==> src/rtl/code_lock_fsm.sv <==
//------------------------------------------------------------------------------
// Module   : code_lock_fsm
// Brief    : Digit-entry code lock with retry limit, timed lockout and optional
//            auto-relock (enable with CODE_LOCK_AUTORELOCK_EN).
// Revision : 1.0 - initial release
//------------------------------------------------------------------------------
`default_nettype none

module code_lock_fsm #(
    parameter int DIGIT_W     = 4,
    parameter int CODE_LEN    = 4,
    parameter int MAX_TRIES   = 3,
    parameter int LOCKOUT_CYC = 16,
    parameter int UNLOCK_CYC  = 8
) (
    input  logic                                clk,
    input  logic                                reset,
    input  logic                                digit_valid,
    input  logic [DIGIT_W-1:0]                  digit,
    input  logic [CODE_LEN*DIGIT_W-1:0]         code,
    input  logic                                clear,
    output logic [2:0]                          state,
    output logic                                unlocked,
    output logic                                error,
    output logic                                lockout,
    output logic [$clog2(CODE_LEN+1)-1:0]       digit_count,
    output logic [$clog2(MAX_TRIES+1)-1:0]      tries_left
);

    localparam int c_CNT_W   = $clog2(CODE_LEN + 1);
    localparam int c_TRY_W   = $clog2(MAX_TRIES + 1);
    // One timer serves lockout and auto-relock; the two states never overlap.
    localparam int c_TMR_MAX = (LOCKOUT_CYC > UNLOCK_CYC) ? LOCKOUT_CYC : UNLOCK_CYC;
    localparam int c_TMR_W   = $clog2(c_TMR_MAX + 1);

    localparam logic [c_CNT_W-1:0] c_LAST_IDX  = c_CNT_W'(CODE_LEN - 1);
    localparam logic [c_TRY_W-1:0] c_MAX_TRIES = c_TRY_W'(MAX_TRIES);
    localparam logic [c_TMR_W-1:0] c_LOCK_LOAD = c_TMR_W'(LOCKOUT_CYC - 1);

    typedef enum logic [2:0] {
        S_LOCKED   = 3'b000,
        S_INPUT    = 3'b001,
        S_VERIFY   = 3'b010,
        S_ERROR    = 3'b011,
        S_UNLOCKED = 3'b100,
        S_LOCKOUT  = 3'b101
    } state_t;

    state_t                        r_state;
    logic [CODE_LEN*DIGIT_W-1:0]   r_buf;
    logic [c_CNT_W-1:0]            r_count;
    logic [c_TRY_W-1:0]            r_tries;
    logic [c_TMR_W-1:0]            r_tmr;

    state_t                        w_state_nxt;
    logic [c_CNT_W-1:0]            w_count_nxt;
    logic [c_TRY_W-1:0]            w_tries_nxt;
    logic [c_TMR_W-1:0]            w_tmr_nxt;
    logic                          w_wr_en;
    logic [c_CNT_W-1:0]            w_wr_idx;
    logic [c_TRY_W-1:0]            w_tries_dec;

    assign w_tries_dec = r_tries - c_TRY_W'(1);

    always_comb begin
        w_state_nxt = r_state;
        w_count_nxt = r_count;
        w_tries_nxt = r_tries;
        w_tmr_nxt   = r_tmr;
        w_wr_en     = 1'b0;
        w_wr_idx    = r_count;
        case (r_state)
            S_LOCKED: begin
                w_count_nxt = '0;
                if (!clear && digit_valid) begin
                    w_wr_en  = 1'b1;
                    w_wr_idx = '0;
                    if (CODE_LEN == 1) begin
                        w_state_nxt = S_VERIFY;
                    end else begin
                        w_state_nxt = S_INPUT;
                        w_count_nxt = c_CNT_W'(1);
                    end
                end
            end
            S_INPUT: begin
                if (clear) begin
                    w_state_nxt = S_LOCKED;
                    w_count_nxt = '0;
                end else if (digit_valid) begin
                    w_wr_en = 1'b1;
                    if (r_count == c_LAST_IDX) begin
                        w_state_nxt = S_VERIFY;
                        w_count_nxt = '0;
                    end else begin
                        w_count_nxt = r_count + c_CNT_W'(1);
                    end
                end
            end
            S_VERIFY: begin
                w_count_nxt = '0;
                if (r_buf == code) begin
                    w_state_nxt = S_UNLOCKED;
                    w_tries_nxt = c_MAX_TRIES;
`ifdef CODE_LOCK_AUTORELOCK_EN
                    w_tmr_nxt   = c_TMR_W'(UNLOCK_CYC - 1);
`endif
                end else begin
                    w_tries_nxt = w_tries_dec;
                    if (w_tries_dec == '0) begin
                        w_state_nxt = S_LOCKOUT;
                        w_tmr_nxt   = c_LOCK_LOAD;
                    end else begin
                        w_state_nxt = S_ERROR;
                    end
                end
            end
            S_ERROR: begin
                w_count_nxt = '0;
                w_state_nxt = S_LOCKED;
            end
            S_UNLOCKED: begin
                w_count_nxt = '0;
                if (clear) begin
                    w_state_nxt = S_LOCKED;
                end
`ifdef CODE_LOCK_AUTORELOCK_EN
                else if (r_tmr == '0) begin
                    w_state_nxt = S_LOCKED;
                end else begin
                    w_tmr_nxt = r_tmr - c_TMR_W'(1);
                end
`endif
            end
            S_LOCKOUT: begin
                w_count_nxt = '0;
                if (r_tmr == '0) begin
                    w_state_nxt = S_LOCKED;
                    w_tries_nxt = c_MAX_TRIES;
                end else begin
                    w_tmr_nxt = r_tmr - c_TMR_W'(1);
                end
            end
            default: begin
                w_state_nxt = S_LOCKED;
                w_count_nxt = '0;
            end
        endcase
    end

    always_ff @(posedge clk) begin
        if (!reset) begin
            r_state <= S_LOCKED;
            r_buf   <= '0;
            r_count <= '0;
            r_tries <= c_MAX_TRIES;
            r_tmr   <= '0;
        end else begin
            r_state <= w_state_nxt;
            r_count <= w_count_nxt;
            r_tries <= w_tries_nxt;
            r_tmr   <= w_tmr_nxt;
            if (w_wr_en) begin
                r_buf[int'(w_wr_idx)*DIGIT_W +: DIGIT_W] <= digit;
            end
        end
    end

    assign state       = r_state;
    assign unlocked    = (r_state == S_UNLOCKED);
    assign error       = (r_state == S_ERROR);
    assign lockout     = (r_state == S_LOCKOUT);
    assign digit_count = r_count;
    assign tries_left  = r_tries;

endmodule

`default_nettype wire

==> config.mk <==
export PLATFORM = sky130hd
export DESIGN_NAME = code_lock_fsm
export DESIGN_NICKNAME = d
export VERILOG_FILES = /design/src/rtl/code_lock_fsm.sv
export SDC_FILE = /design/constraint.sdc
export NUM_CORES = 1
export LEC_CHECK = 0
export ABC_AREA = 1
export CORE_UTILIZATION = 56
export DETAILED_ROUTE_END_ITERATION = 10
export PLACE_DENSITY = 0.95
export SLEW_MARGIN = 20
export SYNTH_ARGS = -nofsm -noshare
export SYNTH_HDL_FRONTEND = slang
export SYNTH_SLANG_ARGS = --single-unit
==> constraint.sdc <==
create_clock -name clk -period 5 [get_ports clk]
set_input_delay 0.75 -clock clk [delete_from_list [all_inputs] [get_ports clk]]
set_output_delay 0.75 -clock clk [all_outputs]
set_load 0.05 [all_outputs]
==> run summary <==
top_reg_cell synth: dfxtp_1
ANT nets after route: 0
Vias: 1,841
R2R Path End: r_buf[11]$_SDFFE_PN0P_
# rows: 20
Skew-Pair Late Insertion Delay: 0.33 ns
Hold/Removal Path Class: reg -> reg
met2 Resource Use GR: 45.3%
Reg area: 581 µm²
CP max FO: 6
setup TNS: 0 ns
Starting DRT DRC Count: 86
Final GP Congestion: 0.905
WHS: 0.474 ns
Synth top cells by count: 68 x nand2_1, 45 x inv_1, 44 x nor2_1, 29 x dfxtp_1, 16 x a21oi_1
Critical Path End: lockout
Synth Warn #: 0
data required time at the worst endpoint: 4.25 ns
Post-synth EDFFs: 0
Clk pwr share: 26.0%
vias in the first global route: 1,684
P_leak: 1.03 nW
Post-CTS Setup Repair Bufs: 0
synthesized flop and latch total: 29
Total GRT Usage: 25.9%
Slew Viols, Final: 0
clk_skew: 0.0129 ns
total global routing overflow: 0
Slew headroom: 66.6%
IO Port Bufs: 34
chip width: 59.4 µm
initial antenna violation count: 0
maximum vdd drop: 0.133 mV
Resized cells post-CTS: 0
DIE AREA: 0.00353 mm²
Tmin final: 2.89 ns
Starting Density: 59.9%
net count after synthesis: 307
Final Power: 514 µW
Distinct cells, synth: 37
worst setup path category: reg -> out
multi-input gate area in the final layout: 0.00106 mm²
synthesis-to-layout area growth: 23.7%
FMAX: 0.347 GHz
CTS root buf: clkbuf_4
Tcrit/Tclk final: 57.7%
number of CTS-inserted buffers: 5
detail-routed net length per standard cell: 11.7 µm
Worst Setup End Kind: output pin
H-Tree Level Count: 2
Worst setup SP type: flip-flop
# Max-Cap Violations: 0
CTS tree: done
Yosys top cell area share: 31.5%
DIE HEIGHT: 59.4 µm
r2r setup slk: 2.68 ns
M1 GR Usage: 29.3%
DRC viols: 0
share of the yosys chip area belonging to registers: 31.5%
Final setup viols: 0
met3 Resource Use GR: 5.90%
fin nets: 346
first-pass GRT wire length: 6.89 mm
sequential group share of total power: 48.7%
hold_buf cts: 0
Synth area leader: dfxtp_1
syn_area_per_cell: 6.71 µm²
clk buf depth: 2
Gate power share: 25.3%
status: completed
RSZ-0062 raised after global routing: false
Internal Pwr Total: 346 µW
main area contributors after synthesis: dfxtp_1 31%, nand2_1 14%, inv_1 9.2%
Core Footprint: 0.00308 mm²
Sw Pwr: 168 µW
Layout fillers: 240
clk sink count: 29
Worst Path Arrival: 2.14 ns
Synth async-reset ratio: 0%
DR pass1 iterations: 5
Final Util: 74.1%
FF-to-FF path depth: 11
switching share of power: 32.7%
post-synthesis cell count: 275
actual slew at the worst max-slew pin: 0.500 ns
HPWL Detailed: 3.21 mm
CTS clk-pin slew, worst paths: 0.09 ns
RR Startpoint: state[1]$_SDFFE_PN0P_
Antenna Cells: 0
most common cell in the netlist: nand2_1
layout cells sized above 1: 9.21%
largest net degree at the start of global routing: 18
global routing's busiest layer: met2
Power Density: 225 mW/mm²
Netlist Area Pre-Place: 0.00184 mm²
Routed WL: 4.20 mm
I/O pin count: 35
vias per cell: 5.13
Worst Setup SP: state[0]$_SDFFE_PN0P_
Fin. Hold Viols: 0
worst min path at each step:
stage,startpoint,cells after the start,end
2_1_floorplan,r_buf[0]$_SDFFE_PN0P_,2,r_buf[0]$_SDFFE_PN0P_
3_3_place_gp,r_buf[3]$_SDFFE_PN0P_,2,r_buf[3]$_SDFFE_PN0P_
3_5_place_dp,r_buf[3]$_SDFFE_PN0P_,2,r_buf[3]$_SDFFE_PN0P_
4_1_cts,r_buf[3]$_SDFFE_PN0P_,2,r_buf[3]$_SDFFE_PN0P_
5_1_grt,r_buf[1]$_SDFFE_PN0P_,2,r_buf[1]$_SDFFE_PN0P_
6_report,r_buf[1]$_SDFFE_PN0P_,2,r_buf[1]$_SDFFE_PN0P_
worst max-delay path: stages, from the launching register on:
cell	delay, ns
dfxtp_1	0.46
inv_2	0.12
nor3_4	0.36
clkdlybuf4s50_1	0.87
through the flow:
stage | setup slack (ns) | cell area [µm²] | cells
after detailed placement | 2.02 | 2230 | 351
after floorplan | 2.24 | 1840 | 275
after CTS | 2.14 | 2280 | 359
after global placement | 2.11 | 2230 | 351
final | 2.11 | 2280 | 359
after global routing | 2.05 | 2280 | 359
layer usage:
metal	share of wire (%)	vias up	routed length (µm)
met5	0	-	0
met4	1.8	0	76
met3	5.1	12	213
met2	51	61	2130
met1	42	813	1780
li1	-	955	-
power by group through the flow:
stage | logic (mW) | registers, mW | clock network, mW
3_5_place_dp | 0.127 | 0.255 | 0
2_1_floorplan | 0.0730 | 0.266 | 0
3_3_place_gp | 0.122 | 0.255 | 0
4_1_cts | 0.128 | 0.250 | 0.136
6_report | 0.130 | 0.250 | 0.134
5_1_grt | 0.142 | 0.251 | 0.151
flip-flops by register name (all words and copies together) (netlist names):
register and cells:
r_buf 16, r_tmr 5, digit_count 3, state 3, tries_left 2
cells in the final DEF, fill, tap and decap left out, types with 2 or more instances in the layout:
master,Yosys,layout
a21oi_1,16,16
a22oi_1,8,8
clkbuf_4,0,5
clkdlybuf4s50_1,0,34
clkinv_2,0,2
dfxtp_1,29,29
ha_1,8,8
inv_1,45,45
inv_2,2,2
nand2_1,68,68
nand2_2,3,3
nand3_1,5,5
nand3_4,2,2
nand3b_1,2,2
nand4_1,3,3
nor2_1,44,44
nor2_2,2,2
nor2_4,3,3
nor3_4,2,2
o21ai_0,8,8
o21ai_1,5,5
xor2_1,2,2
final cells by class:
class / count / area share, %
multi-input combinational: 194 / 46.4
sequential: 29 / 25.4
timing repair buffer: 34 / 14.9
inverter: 50 / 8.55
tap: 44 / 2.41
clock buffer: 6 / 1.81
clock inverter: 2 / 0.439
cell families after synthesis:
logic type / Yosys count / share of synthesized area (%)
compound gates: 43 / 14.3
xor+xnor: 3 / 1.42
fa+ha+maj: 8 / 5.43
buf+inv: 52 / 11.1
flops: 29 / 31.5
simple gates: 140 / 36.3
Power figures use the tool's default switching activity.
==> patch 1: new RTL, same flow settings <==
Build with the macro `CODE_LOCK_AUTORELOCK_EN` defined.
--- a/src/rtl/code_lock_fsm.sv
+++ b/src/rtl/code_lock_fsm.sv
@@ -6,4 +6,6 @@
 //------------------------------------------------------------------------------
 `default_nettype none
+
+`define CODE_LOCK_AUTORELOCK_EN
 
 module code_lock_fsm #(
Check against the original RTL: no difference found for any inputs over 10 cycles, from zero or initial values and one cycle with reset low; that may be too few to reach the edited logic, so the function may still have changed.
==> patch 1 against the unedited design <==
Global-route usage rose by 0.66 points; setup slack got worse by 0.11 ns; maximum frequency fell by 3.6%; synthesized area fell by 0.88%; total power rose by 8.4%; critical path type is now in2reg; sequential share of layout area rose by 0.13 points; sequential cell count did not move; count of clock-buffer cells in the layout rose by 1; utilization fell by 0.37 points; synthesized cell count rose by 3.3%; routed wire length fell by 0.62%; clock skew fell by 0.0056 ns; design area fell by 0.49%.
==> patch 1: results <==
metrics = {
    "setup_path": {
        "crit_start": "clear",
        "worstReg2RegEnd": "r_buf[14]",
        "worstPathMaxFanout": 5,
        "critical_path_class": "in2reg",
        "rrSetupSlack_ns": 2.52,
    },
    "power": {
        "max-vdd-ir-drop_mv": 0.195,
        "leakage_power_figure_nw": 1.07,
    },
    "logic_synthesis": {
        "synth_sequential_area_ratio_pct": 31.8,
        "post_syn_nets": 316,
        "post_synth_num_cell_types": 31,
        "synth.cells.most_frequent": "67 x nand2_1, 49 x nor2_1, 46 x inv_1",
        "yosys-top-cells-area": "dfxtp_1 32%, nand2_1 14%, nor2_1 10%, inv_1 9.4%, a21oi_1 5.7%",
    },
    "drt": {
        "route.detailed.wl_per_inst_um": 11.4,
        "met1Wirelength_um": 1910,
        "via_count": 1867,
    },
    "hold_path": {
        "holdCritStartpoint": "r_buf[3]",
        "whs_endpoint": "r_buf[3]",
    },
    "placed_design": {
        "gp_congestion": 0.828,
        "placed_cell_area_um2": 2220,
    },
    "finish": {
        "nets_final": 355,
        "postLayoutCellArea_um2": 2270,
    },
    "global_route": {
        "grt_start_max_net_pins": 17,
        "number_of_global_route_vias_before_repair": 1643,
        "gr-usage-met1_pct": 33.1,
        "global_route.usage.met3_pct": 10.3,
    },
    "sta": {
        "skew_ns": 0.00729,
    },
    "outcome": {
        "status": "finished, final reports clean",
    },
}
-- patch 1: cell types whose count changed after synthesis, sizes merged, moves of 2 or more --
cell / unedited run / this run
nand2: 72 / 70
inv: 49 / 53
o211ai: 0 / 2
o21ai: 13 / 10
nor2: 49 / 57
nand3: 8 / 6
nand3b: 2 / 0
a21oi: 17 / 23
-- patch 1: cell type report --
type / instances / share of cell area, %
clock buffer: 7 / 2.42
inverter: 53 / 8.76
multi-input combinational: 200 / 45.8
sequential: 29 / 25.6
tap: 44 / 2.42
timing repair buffer: 34 / 15.0
-- patch 1: report_power, final --
part | internal [mW] | switching, mW
clock | 0.0662 | 0.0798
combinational | 0.0627 | 0.0918
sequential | 0.242 | 0.0150
total | 0.371 | 0.187
-- patch 1: critical path, stage by stage --
cell and delay (ns):
clkdlybuf4s50_1 0.53, inv_1 0.07, nand2_1 0.10, inv_2 0.07
nand2_4 0.11, inv_2 0.03, nor2_1 0.15, inv_2 0.08
ha_1 0.21, ha_1 0.29, inv_1 0.06, nor2_2 0.16
nand2_1 0.16, nor2_1 0.26, a22oi_1 0.12, nor2_1 0.09
-- patch 1: through the flow --
step           std cells  power, mW  worst slack, ns  hold slack [ns]
5_1_grt              367      0.589             1.85            0.520
2_1_floorplan        284      0.364             2.24            0.445
6_report             367      0.557             2.01            0.490
3_3_place_gp         360      0.410             1.80            0.466
3_5_place_dp         360      0.414             1.69            0.473
4_1_cts              367      0.556             2.02            0.486
-- patch 1: cell families after synthesis --
kind of cell / count (synthesis) / share of synthesized area (%)
and+or+nand+nor: 142 / 33.7
buffers and inverters: 55 / 11.3
AOI/OAI and AO/OA: 47 / 16.4
DFF: 29 / 31.8
adders and majority gates: 8 / 5.48
xor gates and xnor gates: 3 / 1.44
==> patch 2: new RTL, same settings <==
Without the edit above. Make the reset (`reset`) asynchronous in one clocked block.
--- a/src/rtl/code_lock_fsm.sv
+++ b/src/rtl/code_lock_fsm.sv
@@ -149,5 +149,5 @@
     end
 
-    always_ff @(posedge clk) begin
+    always_ff @(posedge clk or negedge reset) begin
         if (!reset) begin
             r_state <= S_LOCKED;
Function: differs if reset is asserted again (counterexample within 4 cycles, from zero or initial values and one cycle with reset low); with reset held inactive, the same outputs for 10 cycles.
==> patch 2 against the unedited design <==
Sequential cell count unchanged; setup slack better by 0.082 ns; routed wire length grew 4.1%; synthesized cell count decreased by 0.73%; design area rose by 4.5%; synthesized area up 3.7%; utilization grew 1.5 points; non-clock buffer count rose by 1.
Power is not compared: it rests on default switching activity, and its combinational part moved more than twofold at a synthesized area within 25%.
==> patch 2: results <==
metrics = {
    "outcome": {
        "status": "finished, final reports clean",
    },
    "setup_path": {
        "endpoint_kind": "flip-flop",
        "crit_start": "digit_valid",
        "crit_arrival_ns": 3.07,
        "worstPathMaxFanout": 8,
        "top_delay_family_on_crit_path": "simple AND/OR/NAND/NOR gates",
    },
    "logic_synthesis": {
        "synth_sequential_area_ratio_pct": 38.1,
        "synth.cells.most_frequent": "81 x nand2_1, 47 x inv_1, 31 x nor2_1",
        "async_reset_ff_share_pct": 100,
        "area_share_of_fa_ha_maj_cells_after_synthesis_pct": 5.24,
        "yosys-top-cells-area": "dfrtp_1 35%, nand2_1 16%, inv_1 9.2%, nor2_1 6.1%, ha_1 5.2%",
        "syn-instance-count": 273,
        "post_syn_nets": 305,
    },
    "finish": {
        "nets_final": 347,
        "final-instance-count-excl-fill": 360,
    },
    "drt": {
        "detail_route.iter0.violations": 107,
        "route.detailed.wl_per_inst_um": 12.1,
    },
    "placed_design": {
        "placed_cell_area_um2": 2310,
        "placement.setup.worst_slack_ns": 1.84,
        "gp_congestion": 0.933,
    },
    "global_route": {
        "gr-usage-met1_pct": 30.3,
        "grt_start_max_net_pins": 30,
        "global_route.usage.met3_pct": 7.04,
        "groute.usage.overall_pct": 27.3,
        "wire_length_of_the_first_global_routing_pass_um": 7270,
    },
    "hold_path": {
        "holdCritStartpoint": "r_tmr[1]",
    },
    "sta": {
        "worst_slew_pin_slew_ns": 0.508,
        "skew_ns": 0.00522,
    },
}
==> patch 2: changes by cell type in the layout (fill, tap and decap cells not counted), moves of 4 or more <==
| cell | before | now |
|---|---|---|
| dfxtp_1 | 29 | 0 |
| a21oi_1 | 16 | 6 |
| inv_2 | 2 | 6 |
| a22oi_1 | 8 | 0 |
| o21ai_1 | 5 | 1 |
| nand2_1 | 68 | 81 |
| nand3_1 | 5 | 18 |
| nor2_1 | 44 | 31 |
| dfrtp_1 | 0 | 27 |
==> patch 2: worst register-to-register path: stages, from the launching register on <==
cell and delay [ns]:
dfrtp_1 0.46, inv_2 0.09, nand2_2 0.09, nor2_2 0.05, nand2_2 0.12, inv_2 0.07
nor2_4 0.13, inv_1 0.09, ha_1 0.19, ha_1 0.36, inv_1 0.07, nor2_1 0.13
nand4_1 0.17, nor2_4 0.19, nand3_1 0.08, o21ai_0 0.08
==> patch 2: per-layer routing <==
layer	wire, um	up-vias
li1	-	938
met5	0	-
met2	2220	65
met4	66	0
met1	1820	827
met3	261	7
==> patch 2: kinds of logic after synthesis <==
| family | count (synthesis) |
|---|---|
| xor+xnor | 1 |
| flops | 29 |
| simple gates | 157 |
| buf+inv | 54 |
| fa+ha+maj | 8 |
| compound gates | 24 |
==> patch 2: power breakdown <==
group          leakage (nW)  total, mW  switching (mW)  internal, mW
sequential            0.332      0.358          0.0534         0.305
clock                0.0413      0.168          0.0863        0.0814
combinational         0.863      0.525           0.341         0.184
total                  1.24       1.05           0.481         0.570
==> patch 2: final cells by class <==
| cell class | count | area, um2 |
|---|---|---|
| clock buffers | 7 | 65.1 |
| clock inverters | 1 | 5.00 |
| fillers | 232 | 768 |
| inverters | 54 | 203 |
| multi-input cells | 190 | 981 |
| flip-flops and latches | 29 | 728 |
| well taps | 44 | 55.1 |
| repair buffers | 35 | 348 |
